<file path="src/rtl/msi_cpu_requester.sv">
// CPU-side MSI snooping requester for a small direct-mapped cache.
// Turns CPU reads/writes into bus read_miss / write_miss / invalidate
// operations and keeps the per-line MSI state, including the effect of
// operations snooped from other caches.
module msi_cpu_requester #(
    parameter int LINES  = 4,
    parameter int ADDR_W = 8
) (
    input  logic              clock,
    input  logic              reset_n,
    input  logic              cpu_valid,
    input  logic              cpu_rw,
    input  logic [ADDR_W-1:0] cpu_addr,
    output logic              cpu_ready,
    output logic              cpu_hit,
    output logic              bus_req,
    input  logic              bus_grant,
    output logic              bus_valid,
    output logic [1:0]        bus_op,
    output logic [ADDR_W-1:0] bus_addr,
    output logic              bus_wb,
    output logic [ADDR_W-1:0] bus_wb_addr,
    input  logic              snoop_valid,
    input  logic [1:0]        snoop_op,
    input  logic [ADDR_W-1:0] snoop_addr,
    output logic              snoop_wb
);

    localparam int IDX_W = $clog2(LINES);
    localparam int TAG_W = ADDR_W - IDX_W;

    localparam logic [1:0] ST_INV = 2'b00;
    localparam logic [1:0] ST_EXC = 2'b01;
    localparam logic [1:0] ST_SHR = 2'b10;

    localparam logic [1:0] OP_RM  = 2'b00;
    localparam logic [1:0] OP_WM  = 2'b01;
    localparam logic [1:0] OP_INV = 2'b10;

    typedef enum logic [1:0] {
        IDLE  = 2'b00,
        REQ   = 2'b01,
        ISSUE = 2'b10,
        DONE  = 2'b11
    } fsm_t;

    fsm_t              fsm_r;
    logic [1:0]        op_r;
    logic [ADDR_W-1:0] addr_r;
    logic              wb_r;
    logic [ADDR_W-1:0] wb_addr_r;

    logic [1:0]        line_state_r [LINES];
    logic [TAG_W-1:0]  line_tag_r   [LINES];

    // Line states after this cycle's snoop has been applied.
    logic [1:0]        snp_state_s  [LINES];
    logic              snoop_wb_set_s;

    logic [IDX_W-1:0]  snoop_idx_s;
    logic [TAG_W-1:0]  snoop_tag_s;
    logic [IDX_W-1:0]  cpu_idx_s;
    logic [TAG_W-1:0]  cpu_tag_s;
    logic [IDX_W-1:0]  pend_idx_s;

    logic [1:0]        cur_state_s;
    logic              tag_match_s;
    logic              hit_s;
    logic              victim_wb_s;
    logic [ADDR_W-1:0] victim_addr_s;
    logic [1:0]        pend_state_s;
    logic [1:0]        op_adj_s;
    logic              wb_adj_s;

    assign snoop_idx_s = snoop_addr[IDX_W-1:0];
    assign snoop_tag_s = snoop_addr[ADDR_W-1:IDX_W];
    assign cpu_idx_s   = cpu_addr[IDX_W-1:0];
    assign cpu_tag_s   = cpu_addr[ADDR_W-1:IDX_W];
    assign pend_idx_s  = addr_r[IDX_W-1:0];

    // Apply the snooped operation to a copy of the line states; our own
    // ISSUE cycle ignores snoops since the bus carries our transaction.
    always_comb begin
        for (int i = 0; i < LINES; i++) begin
            snp_state_s[i] = line_state_r[i];
        end
        snoop_wb_set_s = 1'b0;
        if (snoop_valid && (fsm_r != ISSUE) &&
            (line_state_r[snoop_idx_s] != ST_INV) &&
            (line_tag_r[snoop_idx_s] == snoop_tag_s)) begin
            case (snoop_op)
                OP_RM: begin
                    if (line_state_r[snoop_idx_s] == ST_EXC) begin
                        snp_state_s[snoop_idx_s] = ST_SHR;
                        snoop_wb_set_s           = 1'b1;
                    end else begin
                        snp_state_s[snoop_idx_s] = line_state_r[snoop_idx_s];
                    end
                end
                OP_WM, OP_INV: snp_state_s[snoop_idx_s] = ST_INV;
                default:       snp_state_s[snoop_idx_s] = line_state_r[snoop_idx_s];
            endcase
        end else begin
            snoop_wb_set_s = 1'b0;
        end
    end

    // Hit/victim evaluation for the CPU request on post-snoop state, and
    // adjustment of the pending operation when a snoop hits its line.
    always_comb begin
        cur_state_s   = snp_state_s[cpu_idx_s];
        tag_match_s   = (line_tag_r[cpu_idx_s] == cpu_tag_s);
        hit_s         = (cur_state_s != ST_INV) && tag_match_s;
        victim_wb_s   = (cur_state_s == ST_EXC) && !tag_match_s;
        victim_addr_s = {line_tag_r[cpu_idx_s], cpu_idx_s};
        pend_state_s  = snp_state_s[pend_idx_s];
        if ((op_r == OP_INV) && (pend_state_s == ST_INV)) begin
            op_adj_s = OP_WM;
        end else begin
            op_adj_s = op_r;
        end
        if (wb_r && (pend_state_s == ST_EXC)) begin
            wb_adj_s = 1'b1;
        end else begin
            wb_adj_s = 1'b0;
        end
    end

    // Request FSM with its latched operation and registered port outputs.
    always_ff @(posedge clock or negedge reset_n) begin
        if (!reset_n) begin
            fsm_r       <= IDLE;
            op_r        <= OP_RM;
            addr_r      <= {ADDR_W{1'b0}};
            wb_r        <= 1'b0;
            wb_addr_r   <= {ADDR_W{1'b0}};
            cpu_ready   <= 1'b0;
            cpu_hit     <= 1'b0;
            bus_req     <= 1'b0;
            bus_valid   <= 1'b0;
            bus_op      <= 2'b00;
            bus_addr    <= {ADDR_W{1'b0}};
            bus_wb      <= 1'b0;
            bus_wb_addr <= {ADDR_W{1'b0}};
            snoop_wb    <= 1'b0;
        end else begin
            cpu_ready   <= 1'b0;
            cpu_hit     <= 1'b0;
            bus_req     <= 1'b0;
            bus_valid   <= 1'b0;
            bus_op      <= 2'b00;
            bus_addr    <= {ADDR_W{1'b0}};
            bus_wb      <= 1'b0;
            bus_wb_addr <= {ADDR_W{1'b0}};
            snoop_wb    <= snoop_wb_set_s;
            case (fsm_r)
                IDLE: begin
                    if (cpu_valid) begin
                        addr_r    <= cpu_addr;
                        wb_addr_r <= victim_addr_s;
                        if (hit_s && (!cpu_rw || (cur_state_s == ST_EXC))) begin
                            fsm_r     <= DONE;
                            cpu_ready <= 1'b1;
                            cpu_hit   <= 1'b1;
                        end else if (hit_s) begin
                            op_r    <= OP_INV;
                            wb_r    <= 1'b0;
                            bus_req <= 1'b1;
                            fsm_r   <= REQ;
                        end else begin
                            op_r    <= cpu_rw ? OP_WM : OP_RM;
                            wb_r    <= victim_wb_s;
                            bus_req <= 1'b1;
                            fsm_r   <= REQ;
                        end
                    end else begin
                        fsm_r <= IDLE;
                    end
                end
                REQ: begin
                    op_r <= op_adj_s;
                    wb_r <= wb_adj_s;
                    if (bus_grant) begin
                        fsm_r       <= ISSUE;
                        bus_valid   <= 1'b1;
                        bus_op      <= op_adj_s;
                        bus_addr    <= addr_r;
                        bus_wb      <= wb_adj_s;
                        bus_wb_addr <= wb_addr_r;
                    end else begin
                        bus_req <= 1'b1;
                        fsm_r   <= REQ;
                    end
                end
                ISSUE: begin
                    fsm_r     <= DONE;
                    cpu_ready <= 1'b1;
                    cpu_hit   <= 1'b0;
                end
                DONE: begin
                    fsm_r <= IDLE;
                end
                default: begin
                    fsm_r <= IDLE;
                end
            endcase
        end
    end

    // Line state/tag storage: snoop effects every cycle, own fill/upgrade
    // at the closing edge of ISSUE.
    always_ff @(posedge clock or negedge reset_n) begin
        if (!reset_n) begin
            for (int i = 0; i < LINES; i++) begin
                line_state_r[i] <= ST_INV;
                line_tag_r[i]   <= {TAG_W{1'b0}};
            end
        end else begin
            for (int i = 0; i < LINES; i++) begin
                line_state_r[i] <= snp_state_s[i];
            end
            if (fsm_r == ISSUE) begin
                case (op_r)
                    OP_RM: begin
                        line_state_r[pend_idx_s] <= ST_SHR;
                        line_tag_r[pend_idx_s]   <= addr_r[ADDR_W-1:IDX_W];
                    end
                    OP_WM: begin
                        line_state_r[pend_idx_s] <= ST_EXC;
                        line_tag_r[pend_idx_s]   <= addr_r[ADDR_W-1:IDX_W];
                    end
                    OP_INV: begin
                        line_state_r[pend_idx_s] <= ST_EXC;
                    end
                    default: begin
                        line_state_r[pend_idx_s] <= snp_state_s[pend_idx_s];
                    end
                endcase
            end else begin
                line_state_r[pend_idx_s] <= snp_state_s[pend_idx_s];
            end
        end
    end

endmodule
</file>
<file path="config.mk">
export PLATFORM = sky130hd
export DESIGN_NAME = msi_cpu_requester
export DESIGN_NICKNAME = d
export VERILOG_FILES = /design/src/rtl/msi_cpu_requester.sv
export SDC_FILE = /design/constraint.sdc
export NUM_CORES = 1
export LEC_CHECK = 0
export BUFFER_PORTS_ARGS = -buffer_cell sky130_fd_sc_hd__buf_4
export CAP_MARGIN = 10
export CORE_MARGIN = 5
export CORE_UTILIZATION = 35
export CTS_BUF_LIST = sky130_fd_sc_hd__clkbuf_8
export CTS_CLUSTER_DIAMETER = 150
export DETAILED_ROUTE_END_ITERATION = 10
export GPL_ROUTABILITY_DRIVEN = 0
export GPL_TIMING_DRIVEN = 0
export PLACE_DENSITY = 0.55
export SYNTH_ARGS = -nofsm -noshare
export SYNTH_HDL_FRONTEND = slang
export SYNTH_SLANG_ARGS = --single-unit
</file>
<file path="constraint.sdc">
create_clock -name clock -period 5.4 [get_ports clock]
set_clock_uncertainty 0.2 [all_clocks]
set_input_delay 0 -clock clock [delete_from_list [all_inputs] [get_ports clock]]
set_output_delay 0 -clock clock [all_outputs]
set_load 0.005 [all_outputs]
</file>
==> results.py, run 1 <==
metrics = {
    "synth": {
        "netlist-cell-type-count": 59,
        "syn-num-nets": 404,
        "yosysSeqAreaShare": 0.4606,
        "syn-cell-area_um2": 3966,
        "postSynthCellCount": 374,
        "ys_dominant_reg_cell": "dfrtp_1",
        "ys_async_sr_fraction": 1.000,
        "syn_area_per_cell_um2": 10.61,
        "synth_seq_cells": 73,
        "yosys_warnings": 0,
        "synth_edf_count": 0,
    },
    "sta": {
        "setup_viol": 0,
        "slew_headroom": 0.2516,
        "worst_pin_slew_ns": 1.114,
        "rsz0062_at_grt": "false",
        "setup_tns_ns": 0,
        "drv_slew": 0,
        "worst_hold_slack_ns": 0.1194,
        "min_period_ns": 3.409,
        "period_share": 0.6313,
        "fmax_mhz": 293.4,
        "hold_viol": 0,
    },
    "finish": {
        "nFillCells": 1062,
        "diodes": 0,
        "drive_above_1_share": 0.2733,
        "syn_to_final_growth_pct": 22.05,
        "stdcell_count": 590,
        "nets": 475,
    },
    "clock_network": {
        "clock_sinks": 73,
        "clk_pin_slew_worst_paths_ns": 0.09,
        "cts_setup_buffers": 0,
        "tritoncts": "done",
        "htreeDepth": 3,
        "clock_path_buffers": 2,
        "hold_buffers": 14,
        "post_cts_resized": 0,
        "clock_latency_ns": 0.35,
        "root_buffer": "clkbuf_8",
        "cts_buffers": 9,
    },
    "critical_path": {
        "reg2reg_depth": 10,
        "endpoint_kind": "flop",
        "max_stage_delay_ns": 0.63,
        "crit_arrival_ns": 3.44,
        "required_ns": 5.43,
        "start_kind": "primary input",
        "critPathKind": "primary input to flop",
        "cpMaxStageDelayCell": "mux4_2",
        "crit_chain": "dlygate4sd3_1, buf_4, buf_1, mux4_2, xnor2_1, nand4_1, nor3_1, inv_1, nand2_1, nor3_1, a311oi_1, a22oi_2",
        "cp_common_cell": "nor3_1",
        "path_max_fanout": 10,
    },
    "floorplanning": {
        "start_util": 0.3611,
        "core.rowCount": 38,
        "boundaryPins": 48,
        "die_w_um": 116.5,
        "die_h_um": 116.5,
        "die-area_um2": 13560,
        "core_area_um2": 10980,
    },
    "route": {
        "wl_per_cell_um": 16.53,
        "drc": 0,
        "routed_via_density": 5.183,
        "routed_wl_mm": 9.753,
        "antenna_left": 0,
        "firstDrtPassIters": 4,
        "drtIter0Drc": 115,
        "via_count": 3058,
    },
    "grt": {
        "grt_first_pass_wirelength_mm": 16.26,
        "grt_pass1_vias": 3146,
        "grt_max_degree": 74,
        "antenna_found_initial": 0,
        "grt-ovfl-total": 0,
        "grt_use_total": 0.1549,
    },
    "min_path": {
        "hold_path.class": "primary input to async pin",
    },
    "pwr": {
        "leakage_uw": 0.002297,
        "irDropWorstVdd_mv": 0.2187,
        "power_density_nw_per_um2": 484.2,
        "p_total_uw": 2344,
    },
    "placement": {
        "placedCellCount": 560,
        "port_buffers": 46,
        "dp_hpwl_mm": 7.185,
    },
    "flow_run": {
        "maxCapViolations": 0,
    },
    "run_status": {
        "status": "completed",
    },
}
## registers in the layout, indices dropped and copies added, names as in the netlist
signal and cells:
cpu_hit 1, addr_r 8, wb_r 1, snoop_wb 1
bus_req 1, bus_wb 1, line_tag_r 24, op_r 2
fsm_r 2, wb_addr_r 6, cpu_ready 1, bus_op 2
bus_wb_addr 8, line_state_r 8, bus_addr 6, bus_valid 1
## cell usage after synthesis (2+ instances only)
| library cell | number | share of area |
|---|---|---|
| o21ai_0 | 8 | 0.010 |
| nand2_1 | 60 | 0.057 |
| and2_1 | 2 | 0.0032 |
| a21boi_0 | 2 | 0.0038 |
| mux4_2 | 12 | 0.068 |
| o21a_1 | 2 | 0.0038 |
| nor2b_1 | 5 | 0.0079 |
| ha_1 | 6 | 0.019 |
| or2_2 | 4 | 0.0063 |
| mux2_2 | 28 | 0.079 |
| and3_1 | 14 | 0.022 |
| nor2_1 | 27 | 0.026 |
| o21ai_2 | 2 | 0.0044 |
| or4_4 | 2 | 0.0057 |
| inv_1 | 14 | 0.013 |
| xor2_1 | 2 | 0.0044 |
| clkbuf_1 | 10 | 0.0095 |
| o21bai_1 | 2 | 0.0038 |
| nand3_1 | 4 | 0.0050 |
| nor3_1 | 6 | 0.0076 |
| a21oi_1 | 14 | 0.018 |
| buf_2 | 2 | 0.0025 |
| xnor2_1 | 12 | 0.026 |
| mux2i_1 | 11 | 0.028 |
| a21bo_1 | 2 | 0.0050 |
| dfrtp_1 | 73 | 0.46 |
| o211ai_1 | 2 | 0.0038 |
| nand2b_1 | 5 | 0.0079 |
| a31oi_1 | 2 | 0.0032 |
| o21ai_1 | 5 | 0.0063 |
| buf_4 | 2 | 0.0038 |
| nand4_1 | 5 | 0.0079 |
## cell families after synthesis
group                      Yosys count  synth area share
and+or+nand+nor                    138            0.1653
muxes                               51            0.1754
buffers and inverters               30           0.03281
AOI/OAI and AO/OA                   62            0.1161
DFF                                 73            0.4606
adders and majority gates            6           0.01893
xor gates and xnor gates            14           0.03092
## worst max-delay path, delay by kind of cell
| family | cells | cell delay (ns) |
|---|---|---|
| and+or+nand+nor | 4 | 0.83 |
| muxes | 1 | 0.63 |
| xor gates and xnor gates | 1 | 0.16 |
| AOI/OAI and AO/OA | 2 | 0.37 |
| buffers and inverters | 4 | 1.41 |
## report_power, final
| part | switching (uW) | internal, uW |
|---|---|---|
| registers | 161 | 745 |
| logic | 511 | 471 |
| clock network | 215 | 241 |
| total | 887 | 1460 |
## metrics by stage
step | utilization | worst slack, ns | instance area, um2
after global routing | 0.4408 | 1.743 | 4841
final | 0.4408 | 1.991 | 4841
after CTS | 0.4408 | 2.006 | 4841
after floorplan | - | 2.349 | 3966
after global placement | 0.4085 | 2.087 | 4487
after detailed placement | 0.4085 | 2.067 | 4487
## cell type report
cell class                      instances  area, um2  area share
Multi-Input combinational cell        271       2009      0.4151
Sequential cell                        73       1827      0.3774
Timing Repair Buffer                   60      485.5      0.1003
Tap cell                              140      175.2     0.03619
Clock buffer                           11      151.4     0.03127
Buffer                                 16      77.57     0.01602
Clock inverter                          5      62.56     0.01292
Inverter                               14      52.55     0.01086
## cell usage in the layout (no fill, tap or decap), types with 14 or more instances in the layout
cell type	n
dlygate4sd3_1	14
mux2_2	28
and3_1	14
dfrtp_1	73
buf_4	48
nor2_1	27
inv_1	14
nand2_1	60
a21oi_1	14
## layer usage
layer | global-route usage | share of wire | up-vias
met4 | 0.03867 | 0.012 | 0
li1 | - | - | 1464
met5 | 0 | 0 | -
met3 | 0.03057 | 0.041 | 14
met2 | 0.2559 | 0.49 | 75
met1 | 0.2101 | 0.46 | 1505
## final timing paths
kind | end | slack, ns | start
worst max-delay path | wb_r | 1.99 | cpu_addr[0]
worst min-delay path | line_tag_r[22] | 0.12 | reset_n
worst max register to register | op_r[1] | 2.06 | line_state_r[3]
worst min register to register | wb_addr_r[6] | 0.27 | wb_addr_r[6]
max in group asynchronous | op_r[0] | 4.27 | reset_n
min in group clock | addr_r[4] | 0.20 | cpu_addr[4]
Note: power is estimated with default switching activity, not from simulation.
==> inputs of run 2 (changes only) <==
PLACE_DENSITY = 0.56   (was 0.55)
clock period = 2.9 ns   (was 5.4 ns; I/O delays follow)
==> run 2 against run 1 <==
The run now ends with setup timing left. Via count up 5.5%. Global-route usage grew 0.64 points. Non-clock buffer count is 23 higher. Critical path type is now flop to flop. Critical endpoint is now op_r[1]. Largest cell class unchanged. Highest routed layer unchanged.
==> results.py, run 2 (synthesized netlist as in run 1, its figures left out) <==
metrics = {
    "run_status": {
        "status": "complete, but fails checks",
        "violations": "setup timing",
    },
    "finish": {
        "drive_above_1_share": 0.3531,
        "largest_reg_flops": 24,
        "register_area_um2": 1827,
        "diodes": 0,
        "layout_commonest_cell": "dfrtp_1",
        "nets": 498,
        "stdcell_count": 613,
        "nFillCells": 1031,
        "top_register": "line_tag_r",
        "layout_common_cells": "73 x dfrtp_1, 70 x buf_4, 59 x nand2_1",
        "syn_to_final_growth_pct": 29.34,
        "multi_input_area_um2": 2142,
        "final_area_um2": 5130,
    },
    "floorplanning": {
        "core_area_um2": 10980,
        "start_util": 0.3611,
        "core.rowCount": 38,
        "die_w_um": 116.5,
        "die_h_um": 116.5,
        "boundaryPins": 48,
        "die-area_um2": 13560,
    },
    "grt": {
        "grt_use_total": 0.1613,
        "grt_pass1_vias": 3371,
        "grt_max_degree": 74,
        "antenna_found_initial": 0,
        "grt-ovfl-total": 0,
        "grt_first_pass_wirelength_mm": 16.93,
    },
    "sta": {
        "hold_viol": 0,
        "worst_hold_slack_ns": 0.09169,
        "drv_slew": 0,
        "setup_viol": 10,
        "period_share": 1.129,
        "slew_headroom": 0.2724,
        "worst_pin_slew_ns": 1.083,
        "rsz0062_at_grt": "true",
        "fmax_mhz": 305.4,
        "min_period_ns": 3.275,
        "setup_ws_ns": -0.3749,
    },
    "clock_network": {
        "clock_path_buffers": 2,
        "cts_buffers": 9,
        "clk_pin_slew_worst_paths_ns": 0.09,
        "htreeDepth": 3,
        "clock_latency_ns": 0.35,
        "tritoncts": "done",
        "clock_sinks": 73,
        "root_buffer": "clkbuf_8",
    },
    "flow_run": {
        "maxCapViolations": 0,
    },
    "critical_path": {
        "crit_arrival_ns": 3.32,
        "path_max_fanout": 5,
        "max_stage_delay_ns": 0.53,
        "required_ns": 2.95,
        "start_kind": "flop",
        "cp_common_cell": "mux4_2",
        "reg2reg_depth": 10,
        "reg2reg_to": "op_r[1]",
        "endpoint_kind": "flop",
        "critPathKind": "flop to flop",
        "crit_chain": "mux4_2, xnor2_2, and3_4, a21bo_4, o21ai_2, nand2_1, mux4_2, o211a_4, o21ai_4, o2bb2a_4",
        "cpMaxStageDelayCell": "mux4_2",
        "reg2reg_slack_ns": -0.37,
        "r2r-start": "line_tag_r[4]",
    },
    "route": {
        "drc": 0,
        "wl_per_cell_um": 17.07,
        "firstDrtPassIters": 4,
        "antenna_left": 0,
        "routed_via_density": 5.264,
        "via_count": 3227,
        "drtIter0Drc": 152,
        "routed_wl_mm": 10.46,
    },
    "placement": {
        "dp_hpwl_mm": 7.323,
        "place_ws_ns": -0.4217,
        "placedInstanceArea_um2": 4504,
        "port_buffers": 46,
        "placedCellCount": 560,
    },
    "pwr": {
        "irDropWorstVdd_mv": 0.4145,
        "power_density_nw_per_um2": 910.5,
        "leakage_uw": 0.002440,
    },
    "min_path": {
        "min_to": "addr_r[1]",
        "hold_path.class": "primary input to flop",
        "hold_start": "cpu_addr[1]",
        "hold_path_depth": 4,
    },
}
## run 2: worst max path at each step
stage | from | to | slack [ns] | cells after the start
2_1_floorplan | line_state_r[1] | op_r[1] | -0.13 | 10
3_3_place_gp | line_tag_r[2] | op_r[1] | -0.43 | 10
3_5_place_dp | line_tag_r[2] | op_r[1] | -0.42 | 10
4_1_cts | line_tag_r[4] | op_r[1] | -0.33 | 10
5_1_grt | line_tag_r[5] | op_r[1] | -0.47 | 10
6_report | line_tag_r[4] | op_r[1] | -0.37 | 10
## run 2: where the power goes
group          internal (uW)  switching (uW)  leakage (uW)
clock network            334             442     0.0000955
logic                   1100            1120       0.00139
registers               1390             294      0.000951
total                   2820            1850       0.00244
## run 2: critical path, delay by kind of cell (launching register included)
family / cells / cell delay, ns
compound gates: 5 / 1.04
mux: 2 / 1.03
flops: 1 / 0.39
simple gates: 2 / 0.31
xor+xnor: 1 / 0.20
## run 2: final cells by class
cell class                 count  share of cell area
tap                          140             0.03415
multi-input combinational    271              0.4176
clock buffer                   9             0.02415
sequential                    73              0.3561
buffer                        16             0.01512
inverter                      14             0.01024
timing repair buffer          83              0.1290
clock inverter                 7             0.01366
## run 2: repair_timing
action / in CTS / in global routing
hold buffers: 14 / 0
setup endpoints to repair: 10 / 10
setup buffers: 16 / 7
pin swaps: 17 / 8
resized for setup: 7 / 19
hold endpoints to repair: 101 / 0
## run 2: routing by layer
metal / vias to the layer above / wire [um] / global-route usage
li1: 1519 / - / -
met1: 1606 / 4576 / 0.2036
met2: 82 / 5242 / 0.2822
met3: 20 / 441 / 0.03057
met4: 0 / 200 / 0.04563
met5: - / 0 / 0
## run 2: metrics by stage
step,power (uW),utilization,setup TNS [ns]
global route,4993,0.4671,-3.306
floorplan,2966,-,-0.3381
finish,4671,0.4671,-2.342
detailed placement,3557,0.4101,-2.802
global placement,3512,0.4101,-2.687
CTS,4530,0.4545,-2.355
